[src/rtl/ahblite_pkg.sv]
// Shared AHB-Lite encodings, port count and the data-phase select / default-slave state types.
// decode_sel turns decoder HSEL lines plus port enables into the next select value.
package ahblite_pkg;

  localparam int NUM_PORTS = 5;

  localparam logic [1:0] HTRANS_IDLE   = 2'b00;
  localparam logic [1:0] HTRANS_BUSY   = 2'b01;
  localparam logic [1:0] HTRANS_NONSEQ = 2'b10;
  localparam logic [1:0] HTRANS_SEQ    = 2'b11;

  localparam logic HRESP_OKAY  = 1'b0;
  localparam logic HRESP_ERROR = 1'b1;

  typedef enum logic [5:0] {
    SEL_P0      = 6'b000001,
    SEL_P1      = 6'b000010,
    SEL_P2      = 6'b000100,
    SEL_P3      = 6'b001000,
    SEL_P4      = 6'b010000,
    SEL_DEFAULT = 6'b100000
  } sel_e;

  typedef enum logic [1:0] {
    DS_IDLE = 2'd0,
    DS_ERR1 = 2'd1,
    DS_ERR2 = 2'd2
  } ds_state_e;

  // Lowest enabled, asserted port wins; anything else lands on the default slave.
  function automatic sel_e decode_sel(input logic [NUM_PORTS-1:0] hsel,
                                      input logic [NUM_PORTS-1:0] en);
    logic [NUM_PORTS-1:0] hit;
    hit = hsel & en;
    if (hit[0])      return SEL_P0;
    else if (hit[1]) return SEL_P1;
    else if (hit[2]) return SEL_P2;
    else if (hit[3]) return SEL_P3;
    else if (hit[4]) return SEL_P4;
    else             return SEL_DEFAULT;
  endfunction

endpackage

[src/rtl/ahblite_default_slave.sv]
// Default slave: two-cycle ERROR for active transfers to unmapped space, plus a
// saturating error counter and the address of the latest faulting transfer.
module ahblite_default_slave
  import ahblite_pkg::*;
(
  input  logic        clk,
  input  logic        rst_n,
  input  logic        addr_phase,
  input  logic        sel_default,
  input  logic [1:0]  htrans,
  input  logic [31:0] haddr,
  output logic        hready,
  output logic        hresp,
  output logic [7:0]  err_cnt,
  output logic [31:0] err_addr,
  output ds_state_e   state
);

  ds_state_e state_d;
  logic      start_err;

  // HTRANS[1] separates NONSEQ/SEQ from IDLE/BUSY, which get a zero-wait OKAY.
  assign start_err = addr_phase && sel_default && htrans[1];

  assign hready = (state != DS_ERR1);
  assign hresp  = (state == DS_IDLE) ? HRESP_OKAY : HRESP_ERROR;

  always_ff @(posedge clk or negedge rst_n) begin
    if (!rst_n) state <= DS_IDLE;
    else        state <= state_d;
  end

  always_comb begin
    state_d = state;
    unique case (state)
      DS_IDLE: if (start_err) state_d = DS_ERR1;
      DS_ERR1: state_d = DS_ERR2;
      DS_ERR2: state_d = start_err ? DS_ERR1 : DS_IDLE;
      default: state_d = DS_IDLE;
    endcase
  end

  always_ff @(posedge clk or negedge rst_n) begin
    if (!rst_n) begin
      err_cnt  <= 8'h00;
      err_addr <= 32'h0;
    end else if (start_err && state != DS_ERR1) begin
      if (err_cnt != 8'hFF) err_cnt <= err_cnt + 8'h01;
      err_addr <= haddr;
    end
  end

endmodule

[src/rtl/ahblite_slave_mux.sv]
// AHB-Lite data-phase response mux: registers the decoder select on each sampled
// address phase and routes the chosen slave (or the default slave) back to the master.
module ahblite_slave_mux
  import ahblite_pkg::*;
#(
  parameter bit Port0_en = 1'b1,
  parameter bit Port1_en = 1'b1,
  parameter bit Port2_en = 1'b1,
  parameter bit Port3_en = 1'b1,
  parameter bit Port4_en = 1'b1
) (
  input  logic        HCLK,
  input  logic        HRESETn,
  input  logic [31:0] HADDR,
  input  logic [1:0]  HTRANS,
  input  logic        P0_HSEL,
  input  logic        P1_HSEL,
  input  logic        P2_HSEL,
  input  logic        P3_HSEL,
  input  logic        P4_HSEL,
  input  logic        P0_HREADYOUT,
  input  logic        P1_HREADYOUT,
  input  logic        P2_HREADYOUT,
  input  logic        P3_HREADYOUT,
  input  logic        P4_HREADYOUT,
  input  logic        P0_HRESP,
  input  logic        P1_HRESP,
  input  logic        P2_HRESP,
  input  logic        P3_HRESP,
  input  logic        P4_HRESP,
  input  logic [31:0] P0_HRDATA,
  input  logic [31:0] P1_HRDATA,
  input  logic [31:0] P2_HRDATA,
  input  logic [31:0] P3_HRDATA,
  input  logic [31:0] P4_HRDATA,
  output logic        HREADY,
  output logic        HRESP,
  output logic [31:0] HRDATA,
  output logic [7:0]  ERR_CNT,
  output logic [31:0] ERR_ADDR
);

  localparam logic [NUM_PORTS-1:0] PORT_EN = {Port4_en, Port3_en, Port2_en, Port1_en, Port0_en};

  // Valid/ready: an address phase is taken on a rising HCLK edge only while HREADY=1;
  // a slave holding HREADYOUT=0 in its data phase freezes the select and the default FSM.
  sel_e      sel_q;
  sel_e      sel_d;
  logic      ds_hready;
  logic      ds_hresp;
  ds_state_e ds_state;

  assign sel_d = decode_sel({P4_HSEL, P3_HSEL, P2_HSEL, P1_HSEL, P0_HSEL}, PORT_EN);

  always_ff @(posedge HCLK or negedge HRESETn) begin
    if (!HRESETn)    sel_q <= SEL_DEFAULT;
    else if (HREADY) sel_q <= sel_d;
  end

  ahblite_default_slave u_default_slave (
    .clk         (HCLK),
    .rst_n       (HRESETn),
    .addr_phase  (HREADY),
    .sel_default (sel_d == SEL_DEFAULT),
    .htrans      (HTRANS),
    .haddr       (HADDR),
    .hready      (ds_hready),
    .hresp       (ds_hresp),
    .err_cnt     (ERR_CNT),
    .err_addr    (ERR_ADDR),
    .state       (ds_state)
  );

  always_comb begin
    HREADY = ds_hready;
    HRESP  = ds_hresp;
    HRDATA = 32'h0;
    unique case (sel_q)
      SEL_P0: begin HREADY = P0_HREADYOUT; HRESP = P0_HRESP; HRDATA = P0_HRDATA; end
      SEL_P1: begin HREADY = P1_HREADYOUT; HRESP = P1_HRESP; HRDATA = P1_HRDATA; end
      SEL_P2: begin HREADY = P2_HREADYOUT; HRESP = P2_HRESP; HRDATA = P2_HRDATA; end
      SEL_P3: begin HREADY = P3_HREADYOUT; HRESP = P3_HRESP; HRDATA = P3_HRDATA; end
      SEL_P4: begin HREADY = P4_HREADYOUT; HRESP = P4_HRESP; HRDATA = P4_HRDATA; end
      default: ;
    endcase
  end

  // The default slave can only be mid-ERROR while it owns the data phase.
  a_err1_owns_bus: assert property (@(posedge HCLK) disable iff (!HRESETn)
    (ds_state == DS_ERR1) |-> (sel_q == SEL_DEFAULT));

endmodule

[config.mk]
export PLATFORM = sky130hd
export DESIGN_NAME = ahblite_slave_mux
export DESIGN_NICKNAME = d
export VERILOG_FILES = /design/src/rtl/ahblite_pkg.sv /design/src/rtl/ahblite_default_slave.sv /design/src/rtl/ahblite_slave_mux.sv
export SDC_FILE = /design/constraint.sdc
export NUM_CORES = 1
export LEC_CHECK = 0
export CORE_AREA = 2 2 112 114
export DETAILED_ROUTE_END_ITERATION = 10
export DIE_AREA = 0 0 114 116
export PLACE_DENSITY = 0.69
export REMOVE_ABC_BUFFERS = 1
export SLEW_MARGIN = 20
export SYNTH_ARGS = -nofsm -noshare
export SYNTH_HDL_FRONTEND = slang
export SYNTH_SLANG_ARGS = --single-unit
[constraint.sdc]
create_clock -name HCLK -period 3.5 [get_ports HCLK]
set_input_delay 0.7 -clock HCLK [delete_from_list [all_inputs] [get_ports HCLK]]
set_output_delay 0.7 -clock HCLK [all_outputs]
set_load 0.005 [all_outputs]
# --- Yosys cells after proc, flatten, opt, wreduce, memory -nomap -nowiden ---
# Cells that the tools add are included.
totals:
  elab_cells: 33
  ff_bits: 48
  input_bits: 211
op_classes:
  n_eq_ne: 11
  addsub: 1
  reduce_logical: 5
  mux: 12
op_table:
  columns: ["op", "n"]
  rows:
  - ["$pmux 32 s5", 1]
  - ["$mux 6", 5]
  - ["$pmux 1 s5", 2]
  - ["$add 8x1->8 const B", 1]
  - ["$ne 8x8->1 const B", 1]
  - ["$eq 6x1->1 const B", 1]
  - ["$eq 6x2->1 const B", 1]
  - ["$eq 6x3->1 const B", 1]
  - ["$eq 6x4->1 const B", 1]
  - ["$eq 6x5->1 const B", 1]
  - ["$eq 6x6->1 const B", 1]
  - ["$pmux 2 s3", 1]
  - ["$ne 2x1->1 const B", 2]
  - ["$logic_and 1x1->1", 3]
  - ["$eq 2x1->1 const B", 1]
  - ["$eq 2x2->1 const B", 1]
  - ["$logic_not 2->1", 1]
  - ["$mux 1", 2]
  - ["$mux 2", 1]
  - ["$reduce_and 2->1", 1]

# --- Longest topological paths before layout ---
depth:
  depth_word: 10
  mapped_depth: 9
  depth_no_buf: 6

# --- By module ---
# From an unflattened synthesis, not the netlist that was laid out.
hier_totals:
  hier_cells: 263
  hier_area_um2: 3012.9
modules_own_cells:
  columns: ["module", "cells_each", "instances", "area_each_um2"]
  rows:
  - ["ahblite_default_slave", 110, 1, 1779.2]
  - ["ahblite_slave_mux", 153, 1, 1233.7]

# --- Least setup slack after synthesis ---
# OpenSTA, ideal clock, no wires.
synth_timing:
  kind: "reg2out"
  from: "register sel_q[5]"
  to: "output port HREADY"
  t_arrival_ns: 2.104
  stages_incl_launch_ff: 8
  t_required_ns: 2.800
  n_path_buf: 1
  setup_slack_ns: 0.696
  path_cell_list: "dfstp_2 or4_1 nor3b_1 or3b_2 buf_2 nand3_1 o21ai_2 inv_1"
synth_between:
  elab_chain_cells: 2
  elab_cells_between_ends: 6
synth_lines:
  columns: ["item", "line_no", "rtl"]
  rows:
  - ["start, declared", "ahblite_slave_mux.sv:47", "sel_e sel_q;"]
  - ["start signal, assigned", "ahblite_slave_mux.sv:57", "else if (HREADY) sel_q <= sel_d;"]
  - ["$eq 6x5->1 (tied with other cells)", "ahblite_slave_mux.sv:78", "unique case (sel_q)"]
  - ["$pmux 1 s5 *", "ahblite_slave_mux.sv:78", null]
  - ["end, declared", "ahblite_slave_mux.sv:36", "output logic HREADY,"]
# Every way passes the cells marked *; elsewhere a longest branch is shown, timed or not.

# --- Worst setup path in the final report ---
layout_timing:
  from: "register sel_q[2]"
  to: "output port HRDATA[20]"
layout_between:
  elab_chain_cells: 2
  elab_cells_between_ends: 6
layout_lines:
  columns: ["item", "line_no", "rtl"]
  rows:
  - ["$eq 6x5->1 (tied with other cells)", "ahblite_slave_mux.sv:78", null]
  - ["$pmux 32 s5 *", "ahblite_slave_mux.sv:78", null]
  - ["end, declared", "ahblite_slave_mux.sv:38", "output logic [31:0] HRDATA,"]
# Marked as above.

==> metrics.cfg <==
[global_route]
grt_overflow_total = 0
track_usage_pct = 17.9
grtUsageMet1_pct = 20.0
grt_pass1_vias = 3602
antenna_found_initial = 0
grt_pass1_wl_um = 18700
met3_usage_pct = 6.69
grt_busiest_layer = met2
grt_max_degree = 49
grtUsageMet2_pct = 32.3

[die]
start_util_pct = 24.7
num_rows = 40
dieArea_sq_um = 13200
num_io_pins = 285
core-area_sq_um = 11900
die_y_um = 116
die_x_um = 114

[cts]
clock_latency_ps = 290
cts_htree_levels = 2
cts_tree = yes
cts_buffers = 5
clockBufferDepth = 2
clock_sinks = 48
cts_root_buffer = clkbuf_16
path_clk_slew_ps = 70
hold_buffers = 0

[critical_path]
cp-end-kind = output pin
worstReg2RegEnd = u_default_slave.err_addr[8]
timing.rr.start = sel_q[0]
crit_start = sel_q[2]
startpoint_type = flop
criticalPathCategory = flop to output pin
r2r_slack_ps = 760
required_ps = 2800
crit_arrival_ps = 2690
reg2reg_depth = 7
crit_path_end = HRDATA[20]
cp_max_fo = 14

[yosys]
syn_inst = 269
synth_seq_area_share_pct = 40.8
yosysMostFrequentCell = dfrtp_1
synth_top_area_share_pct = 39.9
avgSynthCellArea_sq_um = 10.9
ys_top_cells_by_area = dfrtp_1, a222oi_1, mux2_4
synth_common_cells = dfrtp_1, nand2_1, a22oi_1, a222oi_1, mux2_4
yosysWarnings = 0
synth_area_leader_cell = dfrtp_1
synth-seq-cells = 48
synth_edf_count = 0
synthesis.area_sq_um = 2950
yosysUniqueCellTypes = 39
ys_async_sr_fraction_pct = 100
synthFlopType = dfrtp_1

[min_path]
hp-class = primary input to asynchronous set/reset pin

[pwr]
p_per_area_nw_per_um2 = 618
p_total_mw = 3.85
vdd_drop_max_v = 0.000395
p_leak_nw = 2.57

[placed_design]
pre_cts_slack_ps = 212
dp_hpwl_um = 10300
placed_area_sq_um = 5990
portBuffers = 283
post-place-cells = 691
gp_congestion = 0.752

[layout]
multiInputGateArea_sq_um = 1660
fill_cells = 1060
antenna_cells = 0
syn2layout_area_growth_pct = 111
nNetsFinal = 764
fin_area_sq_um = 6220
ff_latch_area_sq_um = 1200
drive_gt1_share_pct = 12.3
utilization_pct = 52.2
stdcell_count = 700

[route]
drc = 0
wl_per_cell_um = 18.4
wl_um = 12900
ant_nets = 0
firstDrtPassIters = 6
drt_iter0_drc = 343
viasPerCell = 5.05
routed-via-count = 3534

[timing]
tightest_slew_ps = 603
maxSlewViolCount = 0
slew_headroom_pct = 59.8
fin_ws_ps = 111
finalHoldViolations = 0
timing.final.crit_share_pct = 96.8
grt_setup_unrepaired = false
worst_clock_skew_ps = 8.19
period_needed_ps = 3390
max_freq_ghz = 0.295
setup_viol = 0

[run]
max_cap_viol_count = 0

[status]
status = finished, final reports clean

## flip-flops by register name (all words and copies together), names as in the netlist
name / count
u_default_slave.err_addr: 32
u_default_slave.err_cnt: 8
sel_q: 6
u_default_slave.state: 2
## power breakdown
part	switching [mW]	leakage, nW	total, mW	internal [mW]
sequential	0.159	0.630	0.923	0.765
clock	0.210	0.0871	0.568	0.358
combinational	0.853	1.85	2.35	1.50
total	1.22	2.57	3.85	2.62
## how the worst min path moves through the flow
stage,from,endpoint,slack (ps)
floorplan,HRESETn,sel_q[0],400
global placement,u_default_slave.state[0],u_default_slave.state[0],450
detailed placement,u_default_slave.state[0],u_default_slave.state[0],460
CTS,u_default_slave.state[0],u_default_slave.state[0],460
global route,HRESETn,u_default_slave.err_addr[8],470
finish,HRESETn,u_default_slave.err_addr[13],420
## logic make-up after synthesis
logic type                 after synthesis  synth area share, %
AOI/OAI and AO/OA                       81                 23.7
xor gates and xnor gates                 4                 1.19
adders and majority gates                1                0.425
buffers and inverters                   27                 4.29
DFF                                     48                 40.8
muxes                                   40                 17.8
and+or+nand+nor                         68                 11.9
## worst max-delay path: stages (launching register included)
cell and delay, ps:
dfrtp_2 460, or4_4 560, nor3_4 330, buf_4 280
a222oi_1 170, nand2_1 100, clkdlybuf4s50_1 500
## layout make-up
type | count | area share, %
timing repair buffer | 296 | 47.7
multi-input combinational | 194 | 26.7
sequential | 48 | 19.4
tap | 147 | 2.96
clock buffer | 6 | 2.23
clock inverter | 2 | 0.624
inverter | 7 | 0.422
## layer usage
metal	share of wire (%)	wire, um	vias to the layer above
li1	-	-	1652
met1	37	4730	1665
met2	50	6480	201
met3	12	1490	16
met4	1.4	184	0
met5	0	0	-
## metrics by stage
stage                     hold slack [ps]  TNS, ps
final                                 421        0
after global routing                  467        0
after CTS                             463        0
after detailed placement              456        0
after global placement                447        0
after floorplan                       404   -50870
## timing repair
action | 4_1_cts | 5_1_grt
buffers inserted | 0 | 2
gates resized for setup | 0 | 13
endpoints found under the setup margin | 0 | 27
## cell usage in the layout, fill, tap and decap left out, types with 6 or more instances in the layout
cell,count
mux2_4,20
a222oi_1,33
mux2_2,12
nand2_1,36
clkdlybuf4s50_1,280
mux2_1,6
buf_4,9
a22oi_1,34
dfrtp_1,45
inv_1,7
No activity file was read; power rests on OpenSTA's default activity.
==> variant 1: new RTL, same settings <==
Make the reset (`HRESETn` and `rst_n`) synchronous in 3 clocked blocks.
--- a/src/rtl/ahblite_default_slave.sv
+++ b/src/rtl/ahblite_default_slave.sv
@@ -27,3 +27,3 @@
 
-  always_ff @(posedge clk or negedge rst_n) begin
+  always_ff @(posedge clk) begin
     if (!rst_n) state <= DS_IDLE;
@@ -42,3 +42,3 @@
 
-  always_ff @(posedge clk or negedge rst_n) begin
+  always_ff @(posedge clk) begin
     if (!rst_n) begin
--- a/src/rtl/ahblite_slave_mux.sv
+++ b/src/rtl/ahblite_slave_mux.sv
@@ -54,3 +54,3 @@
 
-  always_ff @(posedge HCLK or negedge HRESETn) begin
+  always_ff @(posedge HCLK) begin
     if (!HRESETn)    sel_q <= SEL_DEFAULT;
Formal check against the unedited RTL: differs if HRESETn is asserted again (counterexample within 4 cycles, from zero or initial values and one cycle with HRESETn low); with HRESETn held inactive, the same outputs for 10 cycles.
==> variant 1 against the unedited design <==
- wire length rose by 8.9%
- setup slack improved by 0.025 ns
- global-route usage rose by 1.6 points
- hold slack improved by 0.053 ns
- critical path type unchanged
- utilization fell by 1.5 points
- area after synthesis fell by 4.2%
- sequential cell count did not move
- via count rose by 15%
- cell area fell by 2.8%
- count of clock-buffer cells in the layout fell by 1
- register-to-register slack improved by 0.14 ns
Power is not compared: it rests on default switching activity, and its combinational part moved more than twofold at a synthesized area within 25%.
==> variant 1: results <==
export IMPL_synthMuxAreaShare_pct=2.128
export IMPL_grt_pass1_vias=4010
export IMPL_buffers_excl_clock=294
export IMPL_critPathArrivalTime_ns=2.66
export IMPL_synthTopCellsByCount="nand2_1 (75), dfxtp_1 (48), nand3_1 (37)"
export IMPL_clk_share_pct=2.836
export IMPL_wl_per_cell_um=18.06
export IMPL_wl_met2_mm=6.945
export IMPL_post_dp_cell_area_um2=5838
export IMPL_yosys_top_cells_area="dfxtp_1 (34%), a222oi_1 (12%), nand2_1 (10%), a22oi_1 (8.8%), nand3_1 (6.6%)"
export IMPL_gp_congestion=0.8222
export IMPL_firstDrtPassIters=9
export IMPL_register_area_um2=960.9
export IMPL_area_growth_pct=114.1
export IMPL_outcome="finished clean"
export IMPL_multi_input_gates=275
export IMPL_viasPerCell=5.221
export IMPL_multi_input_area_share_pct=29.03
export IMPL_drive_gt1_share_pct=5.079
export IMPL_synth_compound_area_share_pct=31.56
export IMPL_wirelength_met1_mm=5.207
export IMPL_clock_buffer_count=5
export IMPL_synth_avg_cell_area_um2=7.776
export IMPL_synth_xor_xnor_area_share_pct=0.3103
export IMPL_yosysUniqueCellTypes=43
export IMPL_fin_nets=841
[variant 1: cell count changes in the layout (fill, tap and decap cells not counted), moves of 4 or more]
| cell | delta |
|---|---|
| mux2_1 | -6 |
| dfxtp_1 | +48 |
| mux2_4 | -20 |
| nand3_1 | +32 |
| o21ai_0 | +35 |
| nand2_1 | +39 |
| mux2i_1 | +4 |
| dfrtp_1 | -45 |
| mux2_2 | -12 |
[variant 1: kinds of logic after synthesis]
kind of cell             after synthesis
AND/OR/NAND/NOR                      148
AO/OA/AOI/OAI                        119
flip-flops                            48
buffers and inverters                 40
multiplexers                           6
XOR/XNOR                               1
adder cells (fa/ha/maj)                1
[variant 1: report_power, final]
part,internal (uW),total [uW],switching [uW]
Clock,340,554,214
Sequential,552,561,8.70
Combinational,295,425,129
[variant 1: worst paths after layout]
check,end,slack (ns),depth (start not counted)
min,u_default_slave.err_addr[17],0.47,2
min reg2reg,u_default_slave.err_addr[17],0.47,2
max,HRDATA[18],0.14,6
max reg2reg,u_default_slave.err_addr[30],0.90,7
==> variant 2: new RTL, config.mk and constraints unchanged <==
Without the edit above. Set the parameter `Port2_en` to 1'b0 (it was 1'b1).
--- a/src/rtl/ahblite_slave_mux.sv
+++ b/src/rtl/ahblite_slave_mux.sv
@@ -7,3 +7,3 @@
   parameter bit Port1_en = 1'b1,
-  parameter bit Port2_en = 1'b1,
+  parameter bit Port2_en = 1'b0,
   parameter bit Port3_en = 1'b1,
Check against the original RTL: not equivalent (a bounded check fails within 4 cycles, from zero or initial values and one cycle with HRESETn low).
==> variant 2 against the unedited design <==
- cell area down 11%
- largest cell class unchanged
- wire length down 14%
- sequential power down 2%
- total power down 6.5%
- global-route usage down 1.9 points
- setup slack better by 0.058 ns
- maximum frequency up 1.7%
- sequential cell count down 1
- area after synthesis down 6.0%
==> variant 2: results <==
export IMPL_outcome="finished clean"
export IMPL_holdCritPathClass="in2async"
export IMPL_async_flop_share_pct=100.0
export IMPL_worst_slew_pin_slew_ns=0.5786
export IMPL_crit_family="buffers and inverters"
export IMPL_yosysUniqueCellTypes=35
export IMPL_power_leakage_uw=0.002269
export IMPL_worst_r2r_setup_slack_ns=1.13
export IMPL_grt_max_degree=48
export IMPL_r2r_start="sel_q[4]"
export IMPL_clock_latency_ns=0.29
export IMPL_drtIter0Drc=115
export IMPL_gp_congestion=0.8600
export IMPL_antennaDiodeCount=0
export IMPL_cts_buffer_depth=2
export IMPL_cts_resized=0
export IMPL_clk_pin_slew_ns=0.07
export IMPL_r2r_end="u_default_slave.err_addr[24]"
export IMPL_crit_fanout=33
export IMPL_wl_per_cell_um=17.04
export IMPL_fin_hold_ws_ns=0.4159
export IMPL_antenna_found_initial=0
export IMPL_r2r_cells=6
export IMPL_largest_registers="u_default_slave.err_addr x32, u_default_slave.err_cnt x8, sel_q x5"
export IMPL_vdd_drop_max_mv=0.4498
export IMPL_cts_setup_buffers=1
export IMPL_post_place_ws_ns=0.2278
export IMPL_synth_flop_cell="dfrtp_1"
export IMPL_htreeDepth=2
export IMPL_grt_pass1_wl_mm=16.54
export IMPL_cp_slowest_cell="clkdlybuf4s50_1"
export IMPL_clock_root_buffer="clkbuf_16"
export IMPL_yosysWarningCount=0
export IMPL_seq_area_frac_synth_pct=42.54
export IMPL_grt_usage_pct=16.03
export IMPL_fin_nets=715
export IMPL_finClkSkew_ns=0.005639
export IMPL_drive_gt1_share_pct=13.10
export IMPL_cts_buffers=5
export IMPL_slowest_delay_ns=0.50
export IMPL_critPathArrivalTime_ns=2.63
export IMPL_hpwl_mm=9.126
export IMPL_firstDrtPassIters=4
export IMPL_viasPerCell=4.737
export IMPL_synth_top_cell_area_share_pct=41.59
export IMPL_grt_pass1_vias=3236
export IMPL_synthTopCellsByCount="a22oi_1 (64), dfrtp_1 (46), nand2_1 (38)"
export IMPL_yosys_top_cells_area="dfrtp_1 (42%), a22oi_1 (17%), mux2_2 (13%), nand2_1 (5.2%), mux2_4 (3.3%)"
export IMPL_port_buffers=248
variant 2: cell types whose count changed after synthesis, sizes merged, moves of 4 or more:
cell	unedited run	this run
nor4	1	5
a222oi	33	0
a22oi	34	64
inv	7	2
variant 2: final cells by class:
cell class	instances	area, um2
fill	1116	6345
timing repair buffer	256	2552
multi-input combinational	191	1500
sequential	47	1177
tap	147	183.9
clock buffer	5	125.1
clock inverter	3	20.02
inverter	2	7.507
variant 2: worst max path at each step:
stage,startpoint,to,slack (ns),depth (start not counted)
global placement,P3_HREADYOUT,HREADY,0.23,7
detailed placement,P0_HREADYOUT,HREADY,0.23,7
floorplan,sel_q[4],HRESP,0.42,5
CTS,sel_q[3],HRDATA[7],0.13,6
finish,sel_q[3],HRDATA[22],0.17,6
global route,sel_q[3],HRDATA[30],0.03,6
variant 2: per-stage QoR:
step | utilization [%] | area (um2) | std cells
floorplan | - | 2666 | 240
global placement | 45.43 | 5411 | 642
detailed placement | 45.43 | 5411 | 642
CTS | 46.71 | 5564 | 651
global route | 46.73 | 5567 | 651
finish | 46.73 | 5567 | 651
variant 2: cell families (layout without fill, tap and decap cells):
group                    Yosys count  after routing  synth area share, %
AO/OA/AOI/OAI                     74             74                20.71
XOR/XNOR                           7              7                2.215
adder cells (fa/ha/maj)            1              1               0.4520
buffers and inverters             20            266                3.933
flip-flops                        47             47                42.54
multiplexers                      39             39                16.68
AND/OR/NAND/NOR                   70             70                13.47
variant 2: power by group:
part           switching [uW]  internal (uW)  total (uW)  leakage (uW)
sequential                160            749         909      0.000601
combinational             823           1390        2220       0.00160
clock                     208            263         471     0.0000658
variant 2: layer usage:
metal  vias to the layer above  wire, um  track usage [%]
li1                       1467         -                -
met2                       182      5477            29.37
met1                      1412      3916            16.68
met3                        23      1342            5.858
met4                         0       352            6.423
met5                         -         0                0
